File: src/rtl/id_stage_if.sv
// Handshake and ID/EX bus between fetch, the decode stage and execute.
// slave is the decode stage; master is the fetch/execute side driving it.
interface id_stage_if #(
  parameter int DATA_W = 32,
  parameter int ADDR_W = 5
);
  logic              if_valid;
  logic              if_ready;
  logic [DATA_W-1:0] if_instr;
  logic [DATA_W-1:0] if_pc;
  logic              flush;
  logic              ex_ready;

  logic              id_valid;
  logic [DATA_W-1:0] id_pc;
  logic [ADDR_W-1:0] id_rs;
  logic [ADDR_W-1:0] id_rt;
  logic [ADDR_W-1:0] id_wb_addr;
  logic              id_regWrite;
  logic              id_memRead;
  logic              id_memWrite;
  logic              id_aluSrc;
  logic [3:0]        id_aluOp;
  logic [DATA_W-1:0] id_imm;
  logic [1:0]        id_branch;
  logic              id_jump;
  logic              id_illegal;
  logic [31:0]       id_count;

  modport slave (
    input  if_valid, if_instr, if_pc, flush, ex_ready,
    output if_ready, id_valid, id_pc, id_rs, id_rt, id_wb_addr, id_regWrite,
           id_memRead, id_memWrite, id_aluSrc, id_aluOp, id_imm, id_branch,
           id_jump, id_illegal, id_count
  );

  modport master (
    output if_valid, if_instr, if_pc, flush, ex_ready,
    input  if_ready, id_valid, id_pc, id_rs, id_rt, id_wb_addr, id_regWrite,
           id_memRead, id_memWrite, id_aluSrc, id_aluOp, id_imm, id_branch,
           id_jump, id_illegal, id_count
  );
endinterface

File: src/rtl/id_stage.sv
// Instruction-decode stage: decodes the fetched word and holds it in the ID/EX
// register, with stall on ex_ready, flush, and load-use bubble insertion.
module id_stage #(
  parameter int DATA_W    = 32,
  parameter int ADDR_W    = 5,
  parameter bit HAZARD_EN = 1'b1
) (
  input logic       clk,
  input logic       reset,
  id_stage_if.slave bus
);

  typedef enum logic [3:0] {
    ALU_ADD = 4'd0, ALU_SUB = 4'd1, ALU_AND = 4'd2, ALU_OR  = 4'd3,
    ALU_SLT = 4'd4, ALU_SLL = 4'd5, ALU_SRL = 4'd6, ALU_LUI = 4'd7
  } alu_op_e;

  typedef struct packed {
    logic [DATA_W-1:0] pc;
    logic [ADDR_W-1:0] rs;
    logic [ADDR_W-1:0] rt;
    logic [ADDR_W-1:0] wb_addr;
    logic              reg_write;
    logic              mem_read;
    logic              mem_write;
    logic              alu_src;
    alu_op_e           alu_op;
    logic [DATA_W-1:0] imm;
    logic [1:0]        branch;
    logic              jump;
    logic              illegal;
  } entry_t;

  localparam logic [5:0] OP_RTYPE = 6'h00, OP_J    = 6'h02, OP_BEQ  = 6'h04,
                         OP_BNE   = 6'h05, OP_ADDI = 6'h08, OP_SLTI = 6'h0A,
                         OP_ANDI  = 6'h0C, OP_ORI  = 6'h0D, OP_LUI  = 6'h0F,
                         OP_LW    = 6'h23, OP_SW   = 6'h2B;
  localparam logic [5:0] FN_SLL = 6'h00, FN_SRL = 6'h02, FN_ADD = 6'h20,
                         FN_SUB = 6'h22, FN_AND = 6'h24, FN_OR  = 6'h25,
                         FN_SLT = 6'h2A;

  logic [DATA_W-1:0] instr;
  logic [5:0]        opcode;
  logic [5:0]        funct;
  logic [DATA_W-1:0] imm_sext;
  logic [DATA_W-1:0] imm_zext;

  assign instr    = bus.if_instr;
  assign opcode   = instr[31:26];
  assign funct    = instr[5:0];
  assign imm_sext = DATA_W'($signed(instr[15:0]));
  assign imm_zext = DATA_W'(instr[15:0]);

  entry_t dec;
  logic   dec_wr;
  logic   dec_reads_rt;

  // NOTE: every variable written here gets a default first, so no path leaves it unassigned and no latch is inferred.
  always_comb begin
    dec          = '0;
    dec_wr       = 1'b0;
    dec.pc       = bus.if_pc;
    dec.rs       = ADDR_W'(instr[25:21]);
    dec.rt       = ADDR_W'(instr[20:16]);
    dec_reads_rt = (opcode == OP_RTYPE) || (opcode == OP_SW) ||
                   (opcode == OP_BEQ)   || (opcode == OP_BNE);
    case (opcode)
      OP_RTYPE: begin
        dec.wb_addr = ADDR_W'(instr[15:11]);
        dec_wr      = 1'b1;
        case (funct)
          FN_ADD:  dec.alu_op = ALU_ADD;
          FN_SUB:  dec.alu_op = ALU_SUB;
          FN_AND:  dec.alu_op = ALU_AND;
          FN_OR:   dec.alu_op = ALU_OR;
          FN_SLT:  dec.alu_op = ALU_SLT;
          FN_SLL, FN_SRL: begin
            dec.alu_op  = (funct == FN_SLL) ? ALU_SLL : ALU_SRL;
            dec.alu_src = 1'b1;
            dec.imm     = DATA_W'(instr[10:6]);
          end
          default: dec.illegal = 1'b1;
        endcase
      end
      OP_ADDI, OP_SLTI, OP_ANDI, OP_ORI, OP_LUI, OP_LW: begin
        dec.wb_addr  = dec.rt;
        dec_wr       = 1'b1;
        dec.alu_src  = 1'b1;
        dec.mem_read = (opcode == OP_LW);
        case (opcode)
          OP_SLTI: begin dec.alu_op = ALU_SLT; dec.imm = imm_sext; end
          OP_ANDI: begin dec.alu_op = ALU_AND; dec.imm = imm_zext; end
          OP_ORI:  begin dec.alu_op = ALU_OR;  dec.imm = imm_zext; end
          OP_LUI:  begin dec.alu_op = ALU_LUI; dec.imm = DATA_W'({instr[15:0], 16'h0000}); end
          default: begin dec.alu_op = ALU_ADD; dec.imm = imm_sext; end
        endcase
      end
      OP_SW: begin
        dec.alu_src   = 1'b1;
        dec.imm       = imm_sext;
        dec.mem_write = 1'b1;
      end
      OP_BEQ, OP_BNE: begin
        dec.alu_op = ALU_SUB;
        dec.imm    = imm_sext;
        dec.branch = (opcode == OP_BEQ) ? 2'd1 : 2'd2;
      end
      OP_J: begin
        dec.jump = 1'b1;
        dec.imm  = DATA_W'(instr[25:0]);
      end
      default: dec.illegal = 1'b1;
    endcase
    if (dec.illegal) begin
      dec.wb_addr = '0;
      dec_wr      = 1'b0;
    end
    dec.reg_write = dec_wr && (dec.wb_addr != '0);
  end

  // An entry that is not a real instruction must not carry side-effecting controls.
  function automatic entry_t kill(input entry_t e);
    entry_t k;
    k           = e;
    k.reg_write = 1'b0;
    k.mem_read  = 1'b0;
    k.mem_write = 1'b0;
    k.branch    = 2'd0;
    k.jump      = 1'b0;
    k.illegal   = 1'b0;
    return k;
  endfunction

  entry_t      entry_q, entry_d;
  logic        valid_q, valid_d;
  logic [31:0] count_q, count_d;
  logic        adv;
  logic        haz;

  assign adv = !valid_q || bus.ex_ready;
  assign haz = HAZARD_EN && valid_q && entry_q.mem_read && (entry_q.wb_addr != '0) &&
               ((dec.rs == entry_q.wb_addr) ||
                (dec_reads_rt && (dec.rt == entry_q.wb_addr)));
  assign bus.if_ready = adv && !haz && !bus.flush;

  always_comb begin
    valid_d = valid_q;
    entry_d = entry_q;
    count_d = count_q;
    if (valid_q && bus.ex_ready && !bus.flush) count_d = count_q + 32'd1;
    if (bus.flush || (adv && haz)) begin
      valid_d = 1'b0;
      entry_d = kill(entry_q);
    end else if (adv) begin
      valid_d = bus.if_valid;
      entry_d = bus.if_valid ? dec : kill(dec);
    end
  end

  // NOTE: state registers use non-blocking assignments so all of them update together from pre-edge values.
  always_ff @(posedge clk or posedge reset) begin
    if (reset) begin
      entry_q <= '0;
      valid_q <= 1'b0;
      count_q <= '0;
    end else begin
      entry_q <= entry_d;
      valid_q <= valid_d;
      count_q <= count_d;
    end
  end

  assign bus.id_valid    = valid_q;
  assign bus.id_pc       = entry_q.pc;
  assign bus.id_rs       = entry_q.rs;
  assign bus.id_rt       = entry_q.rt;
  assign bus.id_wb_addr  = entry_q.wb_addr;
  assign bus.id_regWrite = entry_q.reg_write;
  assign bus.id_memRead  = entry_q.mem_read;
  assign bus.id_memWrite = entry_q.mem_write;
  assign bus.id_aluSrc   = entry_q.alu_src;
  assign bus.id_aluOp    = entry_q.alu_op;
  assign bus.id_imm      = entry_q.imm;
  assign bus.id_branch   = entry_q.branch;
  assign bus.id_jump     = entry_q.jump;
  assign bus.id_illegal  = entry_q.illegal;
  assign bus.id_count    = count_q;

endmodule

File: src/flat_wrapper.sv
// flat-port wrapper written by rule: the top's interface ports become plain ports
module id_stage_flat 
#(
  parameter int DATA_W    = 32,
  parameter int ADDR_W    = 5,
  parameter bit HAZARD_EN = 1'b1
)
  (clk, reset, bus_if_valid, bus_if_instr, bus_if_pc, bus_flush, bus_ex_ready, bus_if_ready, bus_id_valid, bus_id_pc, bus_id_rs, bus_id_rt, bus_id_wb_addr, bus_id_regWrite, bus_id_memRead, bus_id_memWrite, bus_id_aluSrc, bus_id_aluOp, bus_id_imm, bus_id_branch, bus_id_jump, bus_id_illegal, bus_id_count);
  id_stage_if #(.DATA_W(DATA_W), .ADDR_W(ADDR_W)) bus_i ();
  input logic clk;
  input logic reset;
  input wire logic [$bits(bus_i.if_valid)-1:0] bus_if_valid;
  input wire logic [$bits(bus_i.if_instr)-1:0] bus_if_instr;
  input wire logic [$bits(bus_i.if_pc)-1:0] bus_if_pc;
  input wire logic [$bits(bus_i.flush)-1:0] bus_flush;
  input wire logic [$bits(bus_i.ex_ready)-1:0] bus_ex_ready;
  output wire logic [$bits(bus_i.if_ready)-1:0] bus_if_ready;
  output wire logic [$bits(bus_i.id_valid)-1:0] bus_id_valid;
  output wire logic [$bits(bus_i.id_pc)-1:0] bus_id_pc;
  output wire logic [$bits(bus_i.id_rs)-1:0] bus_id_rs;
  output wire logic [$bits(bus_i.id_rt)-1:0] bus_id_rt;
  output wire logic [$bits(bus_i.id_wb_addr)-1:0] bus_id_wb_addr;
  output wire logic [$bits(bus_i.id_regWrite)-1:0] bus_id_regWrite;
  output wire logic [$bits(bus_i.id_memRead)-1:0] bus_id_memRead;
  output wire logic [$bits(bus_i.id_memWrite)-1:0] bus_id_memWrite;
  output wire logic [$bits(bus_i.id_aluSrc)-1:0] bus_id_aluSrc;
  output wire logic [$bits(bus_i.id_aluOp)-1:0] bus_id_aluOp;
  output wire logic [$bits(bus_i.id_imm)-1:0] bus_id_imm;
  output wire logic [$bits(bus_i.id_branch)-1:0] bus_id_branch;
  output wire logic [$bits(bus_i.id_jump)-1:0] bus_id_jump;
  output wire logic [$bits(bus_i.id_illegal)-1:0] bus_id_illegal;
  output wire logic [$bits(bus_i.id_count)-1:0] bus_id_count;
  assign bus_i.if_valid = bus_if_valid;
  assign bus_i.if_instr = bus_if_instr;
  assign bus_i.if_pc = bus_if_pc;
  assign bus_i.flush = bus_flush;
  assign bus_i.ex_ready = bus_ex_ready;
  assign bus_if_ready = bus_i.if_ready;
  assign bus_id_valid = bus_i.id_valid;
  assign bus_id_pc = bus_i.id_pc;
  assign bus_id_rs = bus_i.id_rs;
  assign bus_id_rt = bus_i.id_rt;
  assign bus_id_wb_addr = bus_i.id_wb_addr;
  assign bus_id_regWrite = bus_i.id_regWrite;
  assign bus_id_memRead = bus_i.id_memRead;
  assign bus_id_memWrite = bus_i.id_memWrite;
  assign bus_id_aluSrc = bus_i.id_aluSrc;
  assign bus_id_aluOp = bus_i.id_aluOp;
  assign bus_id_imm = bus_i.id_imm;
  assign bus_id_branch = bus_i.id_branch;
  assign bus_id_jump = bus_i.id_jump;
  assign bus_id_illegal = bus_i.id_illegal;
  assign bus_id_count = bus_i.id_count;
  id_stage #(.DATA_W(DATA_W), .ADDR_W(ADDR_W), .HAZARD_EN(HAZARD_EN)) u_core (.clk(clk), .reset(reset), .bus(bus_i));
endmodule
File: config.mk
export PLATFORM = sky130hd
export DESIGN_NAME = id_stage_flat
export DESIGN_NICKNAME = d
export VERILOG_FILES = /design/src/rtl/id_stage_if.sv /design/src/rtl/id_stage.sv /design/src/flat_wrapper.sv
export SDC_FILE = /design/constraint.sdc
export NUM_CORES = 1
export LEC_CHECK = 0
export CAP_MARGIN = 25
export CORE_MARGIN = 3
export CORE_UTILIZATION = 51
export CTS_BUF_LIST = sky130_fd_sc_hd__clkbuf_8
export CTS_CLUSTER_DIAMETER = 120
export DETAILED_ROUTE_END_ITERATION = 16
export HOLD_SLACK_MARGIN = 0.1
export MAX_ROUTING_LAYER = met4
export PLACE_DENSITY_LB_ADDON = 0.1
export SLEW_MARGIN = 20
export SYNTH_ARGS = -nofsm -noshare
export SYNTH_HDL_FRONTEND = slang
export SYNTH_SLANG_ARGS = --single-unit
export TNS_END_PERCENT = 50
File: constraint.sdc
create_clock -name clk -period 8.91 [get_ports clk]
set_input_delay 2.2275 -clock clk [delete_from_list [all_inputs] [get_ports clk]]
set_output_delay 2.2275 -clock clk [all_outputs]
set_load 0.01 [all_outputs]
==> results of run 1 <==
[placed cells by master (no fill, tap or decap), types with 4 or more instances in the layout]
| cell | netlist | final |
|---|---|---|
| inv_1 | 7 | 11 |
| xnor2_1 | 28 | 28 |
| o21ai_0 | 36 | 36 |
| nand3_1 | 10 | 10 |
| dfrtp_1 | 123 | 123 |
| clkbuf_8 | 0 | 20 |
| and4_1 | 5 | 5 |
| mux2_2 | 43 | 43 |
| and3_1 | 14 | 14 |
| a22o_1 | 6 | 6 |
| clkdlybuf4s50_1 | 0 | 192 |
| a211oi_1 | 13 | 13 |
| nand2_1 | 91 | 91 |
| a22oi_1 | 11 | 11 |
| a21oi_1 | 26 | 25 |
| nor3_1 | 5 | 5 |
| nor2_1 | 20 | 20 |
| xor2_1 | 14 | 14 |
| a31oi_1 | 4 | 4 |
| nand4_1 | 5 | 5 |
[path summary, 6_finish.rpt]
path / cells after the start / to / start
worst max-delay path: 7 / bus_if_ready / bus_if_instr[29]
worst min-delay path: 2 / u_core.bus.id_aluOp[1] / u_core.bus.id_aluOp[1]
worst max register to register: 8 / u_core.bus.id_imm[18] / u_core.bus.id_wb_addr[4]
worst min register to register: 2 / u_core.bus.id_aluOp[1] / u_core.bus.id_aluOp[1]
max in group asynchronous: 3 / u_core.bus.id_imm[28] / reset
min in group asynchronous: 2 / u_core.bus.id_count[18] / reset
[per-stage QoR]
step	worst slack [ns]	power [mW]	std cells	cell area [sq um]
final	2.247	1.310	882	8132
after global routing	2.102	1.367	882	8132
after CTS	2.241	1.321	881	8120
after detailed placement	2.262	0.8896	853	7786
after global placement	2.261	0.8846	853	7774
after floorplan	3.412	0.7447	549	5822
[cell usage after synthesis, drive strengths merged (4+ instances only)]
cell | instances | area [sq um]
o21ai | 37 | 185.2
nand2 | 92 | 352.8
nand3 | 11 | 60.06
nor2 | 21 | 81.33
nand4 | 5 | 31.28
buf | 19 | 125.1
a21oi | 27 | 138.9
and3 | 14 | 87.58
mux2 | 43 | 484.2
inv | 8 | 30.03
a22o | 6 | 52.55
xnor2 | 28 | 245.2
clkbuf | 12 | 45.04
a31oi | 4 | 25.02
dfrtp | 123 | 3078
o41ai | 4 | 57.56
a211oi | 13 | 97.59
a22oi | 11 | 82.58
xor2 | 14 | 122.6
nor3 | 6 | 41.29
and4 | 5 | 43.79
[state kept, by name (all words and copies together) (netlist names)]
signal / flops
u_core.bus.id_aluOp: 3
u_core.bus.id_aluSrc: 1
u_core.bus.id_branch: 2
u_core.bus.id_count: 32
u_core.bus.id_illegal: 1
u_core.bus.id_imm: 32
u_core.bus.id_jump: 1
u_core.bus.id_memRead: 1
u_core.bus.id_memWrite: 1
u_core.bus.id_pc: 32
u_core.bus.id_regWrite: 1
u_core.bus.id_rs: 5
u_core.bus.id_rt: 5
u_core.bus.id_valid: 1
u_core.bus.id_wb_addr: 5
[power breakdown]
part,total [mW],leakage [nW],internal (mW),switching (mW)
registers,0.626,1.61,0.598,0.0277
logic,0.252,1.62,0.139,0.113
clock network,0.432,0.192,0.230,0.202
[final cells by class]
cell class              instances  area, sq um  area share
flip-flops and latches        123         3078      0.3785
well taps                     140        175.2     0.02154
clock buffers                  20        275.3     0.03385
inverters                       8        32.53    0.004001
clock inverters                 8        58.81    0.007232
multi-input cells             387         2556      0.3144
repair buffers                196         1956      0.2405
[logic make-up (layout without fill, tap and decap cells)]
logic type | Yosys count | count (layout)
adders and majority gates | 1 | 1
buffers and inverters | 39 | 232
AOI/OAI and AO/OA | 117 | 117
and+or+nand+nor | 183 | 183
muxes | 43 | 43
xor gates and xnor gates | 42 | 42
DFF | 123 | 123
other | 1 | 1
[routing by layer]
layer | GRT usage | share of wire | up-vias | wire length [microns]
met4 | 0.09135 | 0.015 | 0 | 250
met2 | 0.4218 | 0.49 | 231 | 8019
met5 | - | 0 | - | 0
met1 | 0.3425 | 0.42 | 2383 | 6762
met3 | 0.06096 | 0.077 | 24 | 1246
li1 | - | - | 2301 | -
[worst register-to-register path: cells and delay by family, from the launching register on]
family                 cells  cell delay, ns
and+or+nand+nor            3            1.22
AOI/OAI and AO/OA          3            0.86
buffers and inverters      2            0.52
DFF                        1            0.49
==> qor.csv, run 1 <==
metric,value,unit
Worst-path clk slew,0.06,ns
Hold Fails Final Rpt,0,
Core ar.,10980,sq um
"Buf+Inv Stages, Crit Path",3,
WHS,0.4720,ns
Synth Area in Compound Gates,0.1315,
simple-gate share of the synthesized area,0.1562,
final global-route overflow total,0,
mux cell area share after synthesis,0.08317,
initial antenna violation count,0,
Final setup viols,0,
vias in the first global route,5005,
Ports,194,
drt first pass iters,5,
unrepaired setup endpoints after global routing,false,
Setup crit end kind,output port,
hold crit path type,flop to flop,
R2R Setup Slk,5.74,ns
maximum clock rate,150.1,MHz
cells along the critical path,clkdlybuf4s50_1 > or2_2 > nor3_1 > o2111ai_1 > nand3_2 > inv_2 > clkdlybuf4s50_1,
vias per cell,5.600,
main flop type after synthesis,dfrtp_1,
synthesized cell area,5822,sq um
synthesized area per cell,10.60,sq um
Final Skew,0.01157,ns
root buf cell,clkbuf_8,
Antenna Violating Nets Remaining,0,
initial drt markers,391,
gr usage total,0.2672,
Initial Utilization,0.5301,
CTS tree,built,
period utilization,0.7478,
WP data required,6.68,ns
adder-cell share of the synthesized area,0.002149,
CTS Sinks,123,
Final Core Density,0.7404,
Syn Nets,619,
Final HPWL DP,11.84,mm
crit-path max FO,16,
row count,38,
Tmin final,6.663,ns
static leakage,3.418,nW
Final Slew Violations,0,
H-Tree Depth,4,
Max Cap Violations,0,
xor and xnor area share after synthesis,0.06319,
n_diodes,0,
largest family of logic cells by synthesized area,simple AND/OR/NAND/NOR gates,
Port Buffers,192,
Slew @ Worst Pin,0.8820,ns
Peak VDD IR,154.8,uV
# nets final,803,
Die Height,112.8,microns
Post-CTS Resized,0,
# hold bufs at CTS,0,
total number of vias,4939,
status,completed,
crit-path most repeated cell,clkdlybuf4s50_1,
yosys warns,0,
layout cells sized above 1,0.1159,
residual DRC count,0,
"EDFF count, synth",0,
Netlist cell types,59,
crit-path leading delay family,buffers and inverters,
Max stage delay on crit path,0.71,ns
Worst Setup Start Kind,input pin,
die area,12730,sq um
setup_tns,0,ns
Max transition margin,0.4107,
sequential element share of the synthesized area,0.5287,
Synth Register Bits,123,
Arrival @ worst endpoint,4.44,ns
slowest cell on the critical path,clkdlybuf4s50_1,
global-route wire length before repair,26.06,mm
Post-CTS Setup Bufs,0,
CTS buffer count,17,
WS Path Type,input pin to output port,
Chip Width,112.8,microns
Filler cells,817,
ys async rst share,1.000,
area grow syn2layout,39.67,%
pin count of the biggest net entering global routing,81,
Post-Syn Instances,549,
drt wl/cell,18.46,microns
Clock Tree Buf Depth,2,
Worst-Skew Late Latency,0.44,ns
WL final,16.28,mm
PwrDens,161.1,nW/um^2
gpl congestion,0.9005,
Power figures use the tool's default switching activity.
==> inputs of run 2 (changes only) <==
Settings changed: CORE_UTILIZATION 51 to 48.
Clock period 8.91 ns to 6.4 ns, I/O delays scaled along.
==> qor.csv, run 2 (synthesized netlist as in run 1, its figures left out) <==
metric,value,unit,change
period utilization,0.8365,,
Final HPWL DP,12.14,mm,+2.5%
most frequent cells in the layout,"192 x clkdlybuf4s50_1, 123 x dfrtp_1, 91 x nand2_1, 43 x mux2_2, 36 x o21ai_0",,
Slew @ Worst Pin,0.9420,ns,+0.06002 ns
n_diodes,0,,unchanged
Clock Tree Buf Depth,2,,unchanged
# nets final,806,,+0.37%
Arrival @ worst endpoint,3.75,ns,-0.69 ns
static leakage,3.461,nW,+1.3%
FF/Latch Area,3078,sq um,unchanged
Max Cap Violations,0,,unchanged
Final setup viols,0,,unchanged
CTS buffer count,17,,unchanged
residual DRC count,0,,unchanged
hold crit path type,flop to flop,,
Final Slew Violations,0,,unchanged
R2R Setup Slk,3.31,ns,-2.43 ns
PwrDens,239.2,nW/um^2,+48%
initial drt markers,386,,-1.3%
initial antenna violation count,0,,unchanged
final global-route overflow total,0,,unchanged
CTS Sinks,123,,unchanged
slowest cell on the critical path,clkdlybuf4s50_1,,
unrepaired setup endpoints after global routing,false,,
Peak VDD IR,169.6,uV,+9.5%
crit-path max FO,12,,-4
H-Tree Depth,4,,unchanged
WL final,16.62,mm,+2.1%
Final Skew,0.01023,ns,-0.001339 ns
root buf cell,clkbuf_8,,
drt first pass iters,5,,unchanged
Initial Utilization,0.5013,,-0.02878
vias per cell,5.564,,-0.64%
Chip Width,116.1,microns,+2.9%
Finished Layout Cells,892,,+1.1%
Worst-path clk slew,0.07,ns,about the same
setup_tns,0,ns,unchanged
Max transition margin,0.3693,,-0.04149
CTS tree,built,,
number of placed cells counting well taps,859,,+0.70%
Post-CTS Setup Bufs,0,,unchanged
Die Height,116.1,microns,+2.9%
"commonest non-fill, non-tap cell in the layout",clkdlybuf4s50_1,,
maximum clock rate,186.8,MHz,
Multi-input gate area,2544,sq um,-0.49%
Post-CTS Resized,0,,unchanged
Max stage delay on crit path,0.65,ns,-0.06 ns
status,completed,,
cells along the critical path,clkdlybuf4s50_1 > nor2b_1 > and4_1 > o2111ai_1 > nand3_2 > inv_2 > clkdlybuf4s50_1,,
Core ar.,11610,sq um,+5.7%
Tmin final,5.354,ns,
WS Path Type,input pin to output port,,
die area,13490,sq um,+5.9%
area grow syn2layout,41.91,%,
gpl congestion,0.8723,,-3.1%
Port Buffers,192,,unchanged
Worst Setup Start Kind,input pin,,
gr usage total,0.2636,,-0.003612
row count,39,,+2.6%
layout cells sized above 1,0.1295,,+0.01360
Filler cells,880,,+7.7%
Ports,194,,unchanged
pin count of the biggest net entering global routing,79,,-2.5%
global-route wire length before repair,26.45,mm,+1.5%
# hold bufs at CTS,0,,unchanged
vias in the first global route,4997,,-0.16%
crit-path most repeated cell,clkdlybuf4s50_1,,
WP data required,4.80,ns,-1.88 ns
Hold Fails Final Rpt,0,,unchanged
Antenna Violating Nets Remaining,0,,unchanged
drt wl/cell,18.63,microns,+0.96%
Setup crit end kind,output port,,
total number of vias,4963,,+0.49%
Worst-Skew Late Latency,0.45,ns,about the same
## run 2: final timing paths
kind / startpoint / to / depth (start not counted)
setup reg to reg: u_core.bus.id_wb_addr[4] / u_core.bus.id_imm[28] / 8
max in group asynchronous: reset / u_core.bus.id_imm[13] / 4
hold reg to reg: u_core.bus.id_count[31] / u_core.bus.id_count[31] / 1
min in group asynchronous: reset / u_core.bus.id_count[5] / 2
hold / removal: u_core.bus.id_count[31] / u_core.bus.id_count[31] / 1
setup / recovery: bus_if_instr[26] / bus_if_ready / 7
## run 2: stage by stage
| stage | hold slack (ns) | power (mW) | setup slack [ns] | cell area (sq um) | util |
|---|---|---|---|---|---|
| 3_3_place_gp | 0.4572 | 1.232 | 1.113 | 7800 | 0.6716 |
| 3_5_place_dp | 0.4722 | 1.240 | 1.095 | 7800 | 0.6716 |
| 4_1_cts | 0.4877 | 1.991 | 1.079 | 8234 | 0.7090 |
| 6_report | 0.4816 | 1.976 | 1.046 | 8262 | 0.7114 |
| 5_1_grt | 0.5003 | 2.056 | 0.9461 | 8262 | 0.7114 |
| 2_1_floorplan | 0.5046 | 1.037 | 1.529 | 5822 | - |
## run 2: layout make-up
type,count,share of cell area
well taps,143,0.02166
flip-flops and latches,123,0.3726
clock inverters,13,0.02090
inverters,8,0.003938
multi-input cells,387,0.3079
repair buffers,199,0.2414
clock buffers,19,0.03165
## run 2: critical path, delay by kind of cell
kind / cells / cell delay (ns)
buf+inv: 3 / 1.27
compound gates: 1 / 0.23
simple gates: 3 / 0.64
## run 2: report_power, final
part	internal, mW	leakage (nW)	switching [mW]
sequential	0.832	1.61	0.0392
combinational	0.195	1.63	0.160
clock	0.440	0.217	0.310
total	1.47	3.46	0.509
## run 2: layer usage
| layer | part of all wire | track usage |
|---|---|---|
| met5 | 0 | - |
| met2 | 0.49 | 0.3966 |
| met1 | 0.43 | 0.3458 |
| met3 | 0.064 | 0.07150 |
| met4 | 0.017 | 0.09358 |
